===== src/rtl/fp_pkg.sv =====
// fp_pkg: shared single-precision float constants and converter state type.
package fp_pkg;
    localparam int FP_EXP_W = 8;
    localparam int FP_MAN_W = 23;
    localparam int FP_BIAS = 127;
    localparam logic [FP_EXP_W-1:0] FP_INT_EXP0 = 8'd158;
    localparam logic [31:0] FP_ZERO = 32'h0;
    typedef enum logic [1:0] {IDLE, LOAD, NORM, ROUND} fp_state_t;
endpackage


===== src/rtl/fp_round_ne.sv =====
// fp_round_ne: packs a normalized 32-bit magnitude into a single, rounding to nearest-even.
module fp_round_ne
    import fp_pkg::*;
(
    input  logic [31:0]         mag,
    input  logic                sign,
    input  logic [FP_EXP_W-1:0] exp,
    output logic [31:0]         result
);
    logic                inc;
    logic [FP_MAN_W:0]   man_r;
    logic [FP_EXP_W-1:0] exp_r;
    assign inc = mag[7] & ((|mag[6:0]) | mag[8]);
    assign man_r = {1'b0, mag[30:8]} + {{FP_MAN_W{1'b0}}, inc};
    // a carry out of the mantissa leaves it all-zero and bumps the exponent
    assign exp_r = exp + {{(FP_EXP_W-1){1'b0}}, man_r[FP_MAN_W]};
    assign result = {sign, exp_r, man_r[FP_MAN_W-1:0]};
endmodule


===== src/rtl/fp_int_to_float.sv =====
// fp_int_to_float: multi-cycle 32-bit integer to IEEE-754 single converter,
// normalizing one bit per clock and holding the result for the fp_result PIO.
module fp_int_to_float
    import fp_pkg::*;
#(
    parameter logic SIGNED_IN = 1'b1,
    parameter logic ZERO_FAST = 1'b1
) (
    input  logic        clk,
    input  logic        reset,
    input  logic        start,
    input  logic [31:0] data_in,
    output logic        busy,
    output logic        done,
    output logic [31:0] result,
    output logic        result_valid
);
    fp_state_t           state;
    logic [31:0]         mag;
    logic [FP_EXP_W-1:0] exp;
    logic                sign;
    logic                zero;
    logic                neg;
    logic [31:0]         abs_mag;
    logic [31:0]         rounded;
    assign neg = SIGNED_IN & mag[31];
    assign abs_mag = neg ? -mag : mag;
    fp_round_ne u_round (
        .mag    (mag),
        .sign   (sign),
        .exp    (exp),
        .result (rounded)
    );
    always_ff @(posedge clk or posedge reset) begin
        if (reset) begin
            state        <= IDLE;
            mag          <= '0;
            exp          <= '0;
            sign         <= 1'b0;
            zero         <= 1'b0;
            busy         <= 1'b0;
            done         <= 1'b0;
            result       <= FP_ZERO;
            result_valid <= 1'b0;
        end else begin
            done <= 1'b0;
            if (done) busy <= 1'b0;
            case (state)
                IDLE: if (start) begin
                    mag          <= data_in;
                    result_valid <= 1'b0;
                    state        <= LOAD;
                end
                LOAD: begin
                    sign  <= neg;
                    mag   <= abs_mag;
                    exp   <= FP_INT_EXP0;
                    zero  <= abs_mag == 32'h0;
                    busy  <= 1'b1;
                    state <= ((abs_mag == 32'h0) && ZERO_FAST) || abs_mag[31] ? ROUND : NORM;
                end
                NORM: begin
                    mag <= mag << 1;
                    exp <= exp - 8'd1;
                    // the exponent floor bounds a slow-path zero to 31 shifts
                    if (mag[30] || exp == 8'(FP_BIAS + 1)) state <= ROUND;
                end
                ROUND: begin
                    result       <= zero ? FP_ZERO : rounded;
                    done         <= 1'b1;
                    result_valid <= 1'b1;
                    state        <= IDLE;
                end
            endcase
        end
    end
endmodule


===== config.mk =====
export PLATFORM = sky130hd
export DESIGN_NAME = fp_int_to_float
export DESIGN_NICKNAME = d
export VERILOG_FILES = /design/src/rtl/fp_pkg.sv /design/src/rtl/fp_round_ne.sv /design/src/rtl/fp_int_to_float.sv
export SDC_FILE = /design/constraint.sdc
export NUM_CORES = 1
export LEC_CHECK = 0
export ABC_AREA = 1
export CORE_ASPECT_RATIO = 1.5
export CORE_MARGIN = 10
export CORE_UTILIZATION = 54
export DETAILED_ROUTE_END_ITERATION = 8
export PLACE_DENSITY = 0.76
export SLEW_MARGIN = 20
export SYNTH_ARGS = -nofsm -noshare
export SYNTH_HDL_FRONTEND = slang
export SYNTH_SLANG_ARGS = --single-unit

===== constraint.sdc =====
create_clock -name clk -period 3.9 [get_ports clk]
set_clock_uncertainty 0.2 [all_clocks]
set_input_delay 0.585 -clock clk [delete_from_list [all_inputs] [get_ports clk]]
set_output_delay 0.585 -clock clk [all_outputs]
set_load 0.01 [all_outputs]

== After elaboration in Yosys (flattened, before gate mapping) ==
Index checks and enable logic that the tools add are counted.
Word-level totals
  flip-flop bits (word level): 79
  output and inout port bits: 35
  word-level logic and storage cells: 47
  input bits: 35
Cells by class
  equality and inequality tests: 6
  bitwise operators: 2
  reductions and logical operators: 12
  add/subtract/negate cells: 4
  muxes and demuxes: 14
Operators with widths (number)
  two-way mux 32 bit: 3
  one-hot mux 32 bit (3 select lines): 1
  logical NOT 32 bit: 1
  negator 32 bit: 1
  adder 23 x 1 -> 24 bit: 1
  one-hot mux 8 bit (2 select lines): 1
  adder 8 x 1 -> 8 bit: 1
  == test 8 bit, second input constant: 1
  one-hot mux 2 bit (4 select lines): 1
  subtractor 8 x 1 -> 8 bit, second input constant: 1
  OR reduction 7 bit: 1
  AND reduction 2 bit: 3
  nonzero test 2 bit: 3
  two-way mux 1 bit: 5
  == test 2 bit, second input constant: 2
  two-way mux 2 bit: 2
  != test 2 bit, second input constant: 2
  nonzero test 3 bit: 1
  == test 2 x 1 -> 1 bit, second input constant: 1
  logical NOT 2 bit: 1
  logical OR 1 bit: 2
  one-hot mux 1 bit (2 select lines): 1
  bitwise AND 1 bit: 1
  OR 1 bit: 1

== Longest topological paths before layout ==
  depth after elaboration: 6
  mapped depth: 18
  gate-level depth less buffers: 18

== Cells and area by module ==
Synthesis repeated with hierarchy kept, for this count alone.
Unflattened totals
  cell total of the unflattened synthesis: 843
  area, all modules: 5565.3 µm²
By module, submodules not included
  fp_int_to_float: cells each 699, instances 1, area each 4820.9 µm², sequential area each 1976.9 µm²
  fp_round_ne: cells each 144, instances 1, area each 744.5 µm², sequential area each 0.0 µm²

== Worst setup path before layout ==
No wires, ideal clock.
  kind: register to register
  from: register mag[8]
  to: register result[29]
  buffers on the path: 0
  arrival time: 2.319 ns
  stages on the path, launching flop included: 17
  required time: 3.578 ns
  period minus slack after synthesis: 2.640 ns
  library setup time: 0.122 ns
  setup slack: 1.260 ns
  path through: dfrtp_1 > nand2_1 > clkinv_2 > nand3_4 > nor3_4 > nand2_2 > nor2_2 > nand3_2 > nor2_4 > nand4_1 > nor2_1 > ha_1 > ha_1 > nand2_1 > nor3_1 > nand3_1 > a32o_1
Between the ends
  word-level cells in the longest chain between the ends: 5
RTL lines
  start: declaration: RTL line fp_int_to_float.sv:19  | logic [31:0] mag;
  start signal: assignment: RTL line fp_int_to_float.sv:50  | mag <= data_in;
  start signal: assignment: RTL line fp_int_to_float.sv:56  | mag <= abs_mag;
  start signal: assignment: RTL line fp_int_to_float.sv:63  | mag <= mag << 1;
  OR 1 bit: RTL line fp_round_ne.sv:13  | assign inc = mag[7] & ((|mag[6:0]) | mag[8]);
  bitwise AND 1 bit: RTL line fp_round_ne.sv:13
  adder 23 x 1 -> 24 bit *: RTL line fp_round_ne.sv:14  | assign man_r = {1'b0, mag[30:8]} + {{FP_MAN_W{1'b0}}, inc};
  adder 8 x 1 -> 8 bit *: RTL line fp_round_ne.sv:16  | assign exp_r = exp + {{(FP_EXP_W-1){1'b0}}, man_r[FP_MAN_W]};
  two-way mux 32 bit *: RTL line fp_int_to_float.sv:69  | result <= zero ? FP_ZERO : rounded;
  end signal: assignment: RTL line fp_int_to_float.sv:69
  end: declaration: RTL line fp_int_to_float.sv:15  | output logic [31:0] result,
Every way passes the cells marked *; elsewhere a longest branch is shown, timed or not.
A chain may end at the register's enable or synchronous reset.

== Worst setup path after layout ==
  from: register mag[11]
  to: register result[29]
Between the ends
  word-level cells in the longest chain between the ends: 3
RTL lines (RTL line)
  adder 23 x 1 -> 24 bit: fp_round_ne.sv:14
  adder 8 x 1 -> 8 bit: fp_round_ne.sv:16
  two-way mux 32 bit: fp_int_to_float.sv:69
Every way passes these cells.

==> flow_summary.json <==
{
  "stdcell_count": 931,
  "path_clk_slew_ps": 70,
  "avgSynthCellArea_sq_um": 6.97,
  "cts_buffer_depth": 2,
  "met3_usage": 0.0426,
  "worstHoldPathCells": 1,
  "drive_above_1_share": 0.0588,
  "critPathLaunchType": "flip-flop",
  "worstPathArrival_ps": 3350,
  "final_common_cell": "nand2_1",
  "fin_crit_ps": 3260,
  "wl_per_cell_microns": 18.5,
  "r2r_cells": 15,
  "viasPerCell": 5.85,
  "use_met1": 0.275,
  "track_usage": 0.246,
  "cts_root_buf": "clkbuf_16",
  "syn_nets": 804,
  "grt_pass1_vias": 5528,
  "synth_edf_count": 0,
  "holdBufCountCts": 0,
  "port_buffers": 69,
  "path_class": "flip-flop to flip-flop",
  "top_level_ports": 70,
  "via_count": 5444,
  "mostFrequentLayoutCells": "240 x nand2_1, 79 x dfrtp_1, 75 x nor2_1",
  "fillers": 874,
  "dp.cells": 915,
  "ys_seq_area_frac": 0.374,
  "routabilityCongestion": 0.961,
  "drv_cap": 0,
  "hold_violations": 0,
  "cp.required_ps": 3990,
  "worstSkewPairLatency_ps": 350,
  "antenna_found_initial": 0,
  "route.detailed.drc": 0,
  "drt_pre_antenna_iters": 6,
  "final_nets": 856,
  "p_per_area_mw_per_mm2": 964,
  "ys_warn_count": 0,
  "tightest_slew_ps": 1130,
  "initial_core_util": 0.549,
  "wl_mm": 17.2,
  "grt_max_degree": 56,
  "die_h_microns": 141,
  "finalSetupViolCount": 0,
  "die-area_sq_mm": 0.0142,
  "rsz0062_at_grt": "no",
  "maxSlewViolCount": 0,
  "grt_util_met2": 0.427,
  "antenna_cells": 0,
  "antenna_left": 0,
  "grt_pass1_wl_mm": 28.1,
  "rows": 44,
  "p_int_mw": 3.08,
  "finalWorstSetupSlack_ps": 643,
  "finalCritPeriodShare": 0.835,
  "synthCells": 759,
  "hold_path.class": "flip-flop to flip-flop",
  "status": "completed",
  "netlist_area_sq_mm": 0.00529,
  "die_x_microns": 101,
  "synthArstFlopShare": 1.00,
  "ctsHtreeMaxLevel": 3,
  "ys_types": 41,
  "ys.flop_type": "dfrtp_1",
  "swShare": 0.498,
  "endpoint_kind": "flip-flop",
  "p_sw_mw": 3.06,
  "cts_buffers": 9,
  "pwr-share-comb": 0.563,
  "postCtsResizedCells": 0,
  "ir_worst_vdd_mv": 1.02,
  "detail_route.iter0.violations": 373,
  "coreArea_sq_mm": 0.00963,
  "dp_hpwl_mm": 12.8,
  "grt_overflow_total": 0,
  "p_clk_frac": 0.156,
  "cts_sinks": 79,
  "syn_to_final_growth_pct": 20.4,
  "max_clock_freq_mhz": 307,
  "power.static_leakage_nw": 2.88,
  "crit_fanout": 8,
  "tritoncts": "built",
  "seq_power_share": 0.281,
  "postCtsSetupBuffers": 0,
  "fin_setup_tns_ps": 0,
  "relSlewSlack": 0.242,
  "synth_seq_cells": 79,
  "top_usage_layer": "met2",
  "pre_cts_ws_ps": 817
}
-- through the flow --
step	power [mW]	util	hold slack, ps	area, sq um
finish	6.14	0.661	285	6370
global route	6.65	0.661	301	6370
CTS	6.13	0.661	290	6370
detailed placement	5.15	0.626	273	6040
global placement	5.07	0.626	264	6040
floorplan	3.97	-	254	5290
-- cell families (layout without fill, tap and decap cells) --
family | Yosys count | after routing | share of synthesized area
adders and majority gates | 10 | 10 | 0.0237
AOI/OAI and AO/OA | 140 | 140 | 0.173
and+or+nand+nor | 409 | 409 | 0.334
xor gates and xnor gates | 5 | 5 | 0.00828
DFF | 79 | 79 | 0.374
buffers and inverters | 116 | 173 | 0.0878
-- synthesized netlist by cell type, drive strengths merged (7+ instances only) --
cell type | count | area share
a21oi | 39 | 0.037
a32o | 9 | 0.017
a32oi | 29 | 0.048
buf | 13 | 0.014
clkbuf | 24 | 0.017
dfrtp | 79 | 0.37
ha | 10 | 0.024
inv | 75 | 0.053
nand2 | 245 | 0.18
nand3 | 62 | 0.065
nand4 | 8 | 0.011
nor2 | 82 | 0.065
nor3 | 7 | 0.0088
o21ai | 45 | 0.043
-- layout make-up --
class	instances	area [sq um]	share of cell area
clock buffer	9	225	0.0354
clock inverter	7	106	0.0167
inverter	79	298	0.0468
multi-input combinational	564	2850	0.447
sequential	79	1980	0.310
tap	115	144	0.0226
timing repair buffer	78	771	0.121
-- layer usage --
| metal | part of all wire | wire length, microns |
|---|---|---|
| met1 | 0.38 | 6570 |
| met2 | 0.52 | 9000 |
| met3 | 0.049 | 848 |
| met4 | 0.047 | 812 |
| met5 | 0 | 0 |
-- power by group through the flow --
stage / registers, mW / logic, mW / clock network (mW)
detailed placement: 1.73 / 3.43 / 0
floorplan: 1.54 / 2.44 / 0
CTS: 1.71 / 3.45 / 0.965
global placement: 1.70 / 3.37 / 0
finish: 1.73 / 3.45 / 0.958
global route: 1.78 / 3.87 / 1.00
-- worst max-delay path: stages, from the launching register on --
cell and delay (ps):
dfrtp_1 520, inv_1 170, nor3_4 270, nand2_2 90
nor2_2 140, nand3_2 140, nor2_4 160, nand4_1 160
nor2_1 160, ha_1 190, ha_1 190, nand2_1 110
nor3_1 230, inv_1 100, o21ai_0 170, a32o_1 190
-- sequential cells by signal, indices dropped and copies added (netlist names) --
name	count
zero	1
result	32
state	2
busy	1
mag	32
result_valid	1
exp	8
sign	1
done	1
-- final timing paths --
check / slack, ps / to / start
worst max-delay path: 640 / result[29]$_DFFE_PP0P_ / mag[11]$_DFFE_PP0P_
worst min-delay path: 290 / busy$_DFFE_PP0P_ / done$_DFF_PP0_
worst max register to register: 640 / result[29]$_DFFE_PP0P_ / mag[11]$_DFFE_PP0P_
worst min register to register: 290 / busy$_DFFE_PP0P_ / done$_DFF_PP0_
max in group asynchronous: 2270 / result[0]$_DFFE_PP0P_ / reset
min in group asynchronous: 500 / result[17]$_DFFE_PP0P_ / reset
Note: power is estimated with default switching activity, not from simulation.
